===== src/rtl/array_slicing.sv =====
// rtl/array_slicing.sv - registered bit-field slicer with four split arrangements
//
// Splits a DATA_W-bit word into an upper field b (B_W bits) and a lower
// field c (C_W = DATA_W - B_W bits). The split arrangement is chosen by mode:
//   00 straight     : {b, c} = a
//   01 low-first    : {c, b} = a
//   10 bit-reversed : {b, c} = a with bit order reversed
//   11 half-swap    : {b, c} = {a low half, a high half}
// Every arrangement is a pure permutation of the input bits.
//
// Ports:
//   clk       in   clock, rising edge
//   rst       in   synchronous active-high reset, priority over in_valid
//   in_valid  in   qualifies a and mode
//   a         in   DATA_W input word
//   mode      in   2-bit split arrangement
//   b         out  B_W registered first field
//   c         out  C_W registered second field
//   out_valid out  high for one cycle after each accepted word

module array_slicing #(
    parameter int  DATA_W = 8,
    parameter int  B_W    = 5,
    localparam int C_W    = DATA_W - B_W
) (
    input  logic              clk,
    input  logic              rst,
    input  logic              in_valid,
    input  logic [DATA_W-1:0] a,
    input  logic [1:0]        mode,
    output logic [B_W-1:0]    b,
    output logic [C_W-1:0]    c,
    output logic              out_valid
);

    logic [DATA_W-1:0] rev_a;
    logic [DATA_W-1:0] swap_a;
    logic [B_W-1:0]    b_d, b_q;
    logic [C_W-1:0]    c_d, c_q;
    logic              valid_q;

    always_comb begin
        rev_a = '0;
        for (int i = 0; i < DATA_W; i++) begin
            rev_a[i] = a[DATA_W-1-i];
        end
        swap_a = {a[DATA_W/2-1:0], a[DATA_W-1:DATA_W/2]};
    end

    // Next field values; only consumed when in_valid is high, so an unknown
    // mode while idle never reaches the registers.
    always_comb begin
        b_d = '0;
        c_d = '0;
        case (mode)
            2'b00:   {b_d, c_d} = a;
            2'b01:   {c_d, b_d} = a;
            2'b10:   {b_d, c_d} = rev_a;
            2'b11:   {b_d, c_d} = swap_a;
            default: {b_d, c_d} = a;
        endcase
    end

    always_ff @(posedge clk) begin
        if (rst) begin
            b_q     <= '0;
            c_q     <= '0;
            valid_q <= 1'b0;
        end else begin
            valid_q <= in_valid;
            if (in_valid) begin
                b_q <= b_d;
                c_q <= c_d;
            end
        end
    end

    assign b         = b_q;
    assign c         = c_q;
    assign out_valid = valid_q;

endmodule


===== config.mk =====
export PLATFORM = sky130hd
export DESIGN_NAME = array_slicing
export DESIGN_NICKNAME = d
export VERILOG_FILES = /design/src/rtl/array_slicing.sv
export SDC_FILE = /design/constraint.sdc
export NUM_CORES = 1
export LEC_CHECK = 0
export BUFFER_PORTS_ARGS = -buffer_cell sky130_fd_sc_hd__buf_2
export CAP_MARGIN = 0
export CORE_AREA = 2 2 39 41
export CTS_CLUSTER_SIZE = 28
export DETAILED_ROUTE_END_ITERATION = 8
export DIE_AREA = 0 0 41 43
export GPL_ROUTABILITY_DRIVEN = 0
export PLACE_DENSITY = 0.69
export REMOVE_ABC_BUFFERS = 1
export SLEW_MARGIN = 10
export SYNTH_ARGS = -nofsm -noshare
export SYNTH_HDL_FRONTEND = slang
export SYNTH_SLANG_ARGS = --single-unit

===== constraint.sdc =====
create_clock -name clk -period 1 [get_ports clk]
set_input_delay 0.15 -clock clk [delete_from_list [all_inputs] [get_ports clk]]
set_output_delay 0.15 -clock clk [all_outputs]
set_load 0.05 [all_outputs]

==> impl_metrics.csv <==
group,metric,value,unit
global_route,overflow,0,
cts,clkSlewWorstSetupHoldPaths,50,ps
finish,nets,87,
yosys,synth_top_family_by_area,"multiplexers",
power_and_ir_drop,seq_power_share,41.5,%
detailed_routing,drc,0,
detailed_routing,drtAntennaViolNets,0,
worst_setup_path,worst-endpoint-required,850,ps
cts,cts_sinks,9,
power_and_ir_drop,swShare,30.7,%
yosys,synth_compound_area_share,15.2,%
sta,fin_ws,41.3,ps
global_route,grtUsageTotal,13.8,%
yosys,synthMuxAreaShare,25.8,%
yosys,synth_simple_gate_area_share,17.7,%
finish,layout_commonest_cell,"mux2i_1",
yosys,synthTopCellsByArea,"dfxtp_1 33%, mux2i_1 26%, or3b_2 13%",
flow_run,drv_cap,0,
sta,relSlewSlack,83.4,%
yosys,synth_cell_types,12,
yosys,netlist_area,543,um^2
power_and_ir_drop,ir_drop,0.683,mV
yosys,yosysSeqAreaShare,33.2,%
global_route,grt_pass1_wl,1540,um
cts,worstSkewPairLatency,250,ps
worst_setup_path,path_max_fanout,2,
sta,period_share,95.9,%
sta,timing.fmax,1040,MHz
detailed_routing,wl,1060,um
sta,clock_skew,0,ps
power_and_ir_drop,p_leak,0.348,nW
yosys,synth_seq_cells,9,
worst_setup_path,crit_buf_inv,1,
cts,cts_max_level,1,
floorplan,fp.dieH,43,um
detailed_routing,first_iter_violations,0,
global_route,first_global_vias,410,
sta,rsz0062_at_grt,"no",
floorplan,ios,22,
sta,hold_viol_final,0,
floorplan,initial_core_util,39.2,%
power_and_ir_drop,total_power,0.960,mW
worst_setup_path,path_cells,"clkbuf_4",
finish,drive_gt1_share,56.2,%
placement,dp_cells,85,
yosys,synth_xor_area_share,0,%
finish,n_antenna_cell,0,
finish,fill_cells,136,
power_and_ir_drop,p_int,0.665,mW
power_and_ir_drop,clkPwrFrac,26.4,%
power_and_ir_drop,power.density,1300,nW/um^2
worst_setup_path,critPathLaunchType,"flop",
sta,finalSetupViolations,0,
sta,worst_pin_slew,242,ps
finish,area_growth,36.4,%
placement,port_buffers,21,
run_status,status,"complete, no violations",
sta,period_needed,959,ps
yosys,avgSynthCellArea,11.6,um^2
worst_setup_path,path_class,"flop to primary output",
sta,finalMaxSlewViolations,0,
placement,dp_slack,-66.4,ps
floorplan,core,1380,um^2
cts,cts_buffer_depth,2,
min_path,hold_class,"input port to flop",
worst_setup_path,end_kind,"primary output",
worst_setup_path,crit_family,"flip-flops",
finish,final_cells,89,
global_route,grt_antenna_before_repair,0,
worst_setup_path,critPathMaxStageDelay,330,ps
finish,final_cell_mix,"14 x mux2i_1, 13 x buf_2, 11 x clkbuf_4, 9 x dfxtp_1, 8 x or3b_2",
detailed_routing,via_per_inst,5.08,
cts,cts_root_buf,"clkbuf_4",
yosys,syn_inst,47,
power_and_ir_drop,switchingPower,0.294,mW
global_route,grt_start_max_net_pins,10,
sta,tns,0,ps
detailed_routing,vias,452,
yosys,synth_top_area_share,33.2,%
cts,post-cts-setup-buffers,0,
floorplan,dieArea,1760,um^2
cts,cts_tree,"yes",
detailed_routing,firstDrtPassIters,1,
worst_setup_path,cp.arrival,810,ps
yosys,ys_warn_count,0,
floorplan,fp-row-count,14,
yosys,synth-adder-area-share,0,%
finish,finish.utilization,53.5,%
power_and_ir_drop,p_comb_share,32.1,%
cts,cts_inserted_buffers,3,
worst_setup_path,worst_path_max_delay_cell,"dfxtp_1",
yosys,synth_top_cell_by_area,"dfxtp_1",
detailed_routing,wl_per_cell,11.9,um
floorplan,die_x,41,um
## stage by stage
| step | cell area [um^2] | hold WS [ps] |
|---|---|---|
| 2_1_floorplan | 499 | 222 |
| 3_3_place_gp | 694 | 483 |
| 3_5_place_dp | 694 | 486 |
| 4_1_cts | 721 | 216 |
| 5_1_grt | 741 | 236 |
| 6_report | 741 | 229 |
## metal layers
layer  part of all wire (%)  track usage [%]  wire length (um)  up-vias
met3                    6.0             1.57                64        2
li1                       -                -                 -      237
met4                    1.4             14.0                15        0
met5                      0                0                 0        -
met1                     41             16.1               434      203
met2                     51             19.7               545       10
## layout make-up
class / instances / area, um^2 / area share, %
Multi-Input combinational cell: 33 / 319 / 43.1
Timing Repair Buffer: 27 / 195 / 26.4
Sequential cell: 9 / 180 / 24.3
Clock buffer: 4 / 26.3 / 3.55
Tap cell: 16 / 20.0 / 2.70
## timing repair
action	4_1_cts	5_1_grt
endpoints found under the setup margin	0	8
hold buffers	0	0
endpoints found under the hold margin	0	0
resized for setup	0	8
## registers in the layout, indices dropped and copies added, names as in the netlist
signal / flops
c: 3
out_valid: 1
b: 5
## synth_stat cells, drive strengths merged
cell type,n
nor2b,1
buf,5
o221ai,8
dfxtp,9
mux2i,14
nand3b,1
or3b,9
## worst paths after layout
| path | start | to | slack (ps) | depth (start not counted) |
|---|---|---|---|---|
| worst max register to register | b[2] | b[2] | 60 | 2 |
| worst min-delay path | rst | out_valid | 230 | 3 |
| worst max-delay path | b[2] | b[2] | 40 | 1 |
| worst min register to register | c[0] | c[0] | 620 | 2 |
## power groups by stage
| stage | clock [mW] | combinational (mW) | sequential, mW |
|---|---|---|---|
| 4_1_cts | 0.272 | 0.299 | 0.397 |
| 3_3_place_gp | 0 | 0.296 | 0.405 |
| 6_report | 0.254 | 0.308 | 0.398 |
| 3_5_place_dp | 0 | 0.298 | 0.405 |
| 5_1_grt | 0.279 | 0.326 | 0.401 |
| 2_1_floorplan | 0 | 0.0796 | 0.501 |
## kinds of logic after synthesis
group / Yosys count
compound gates: 8
buf+inv: 5
flops: 9
mux: 14
simple gates: 11
Note: power is estimated with default switching activity, not from simulation.
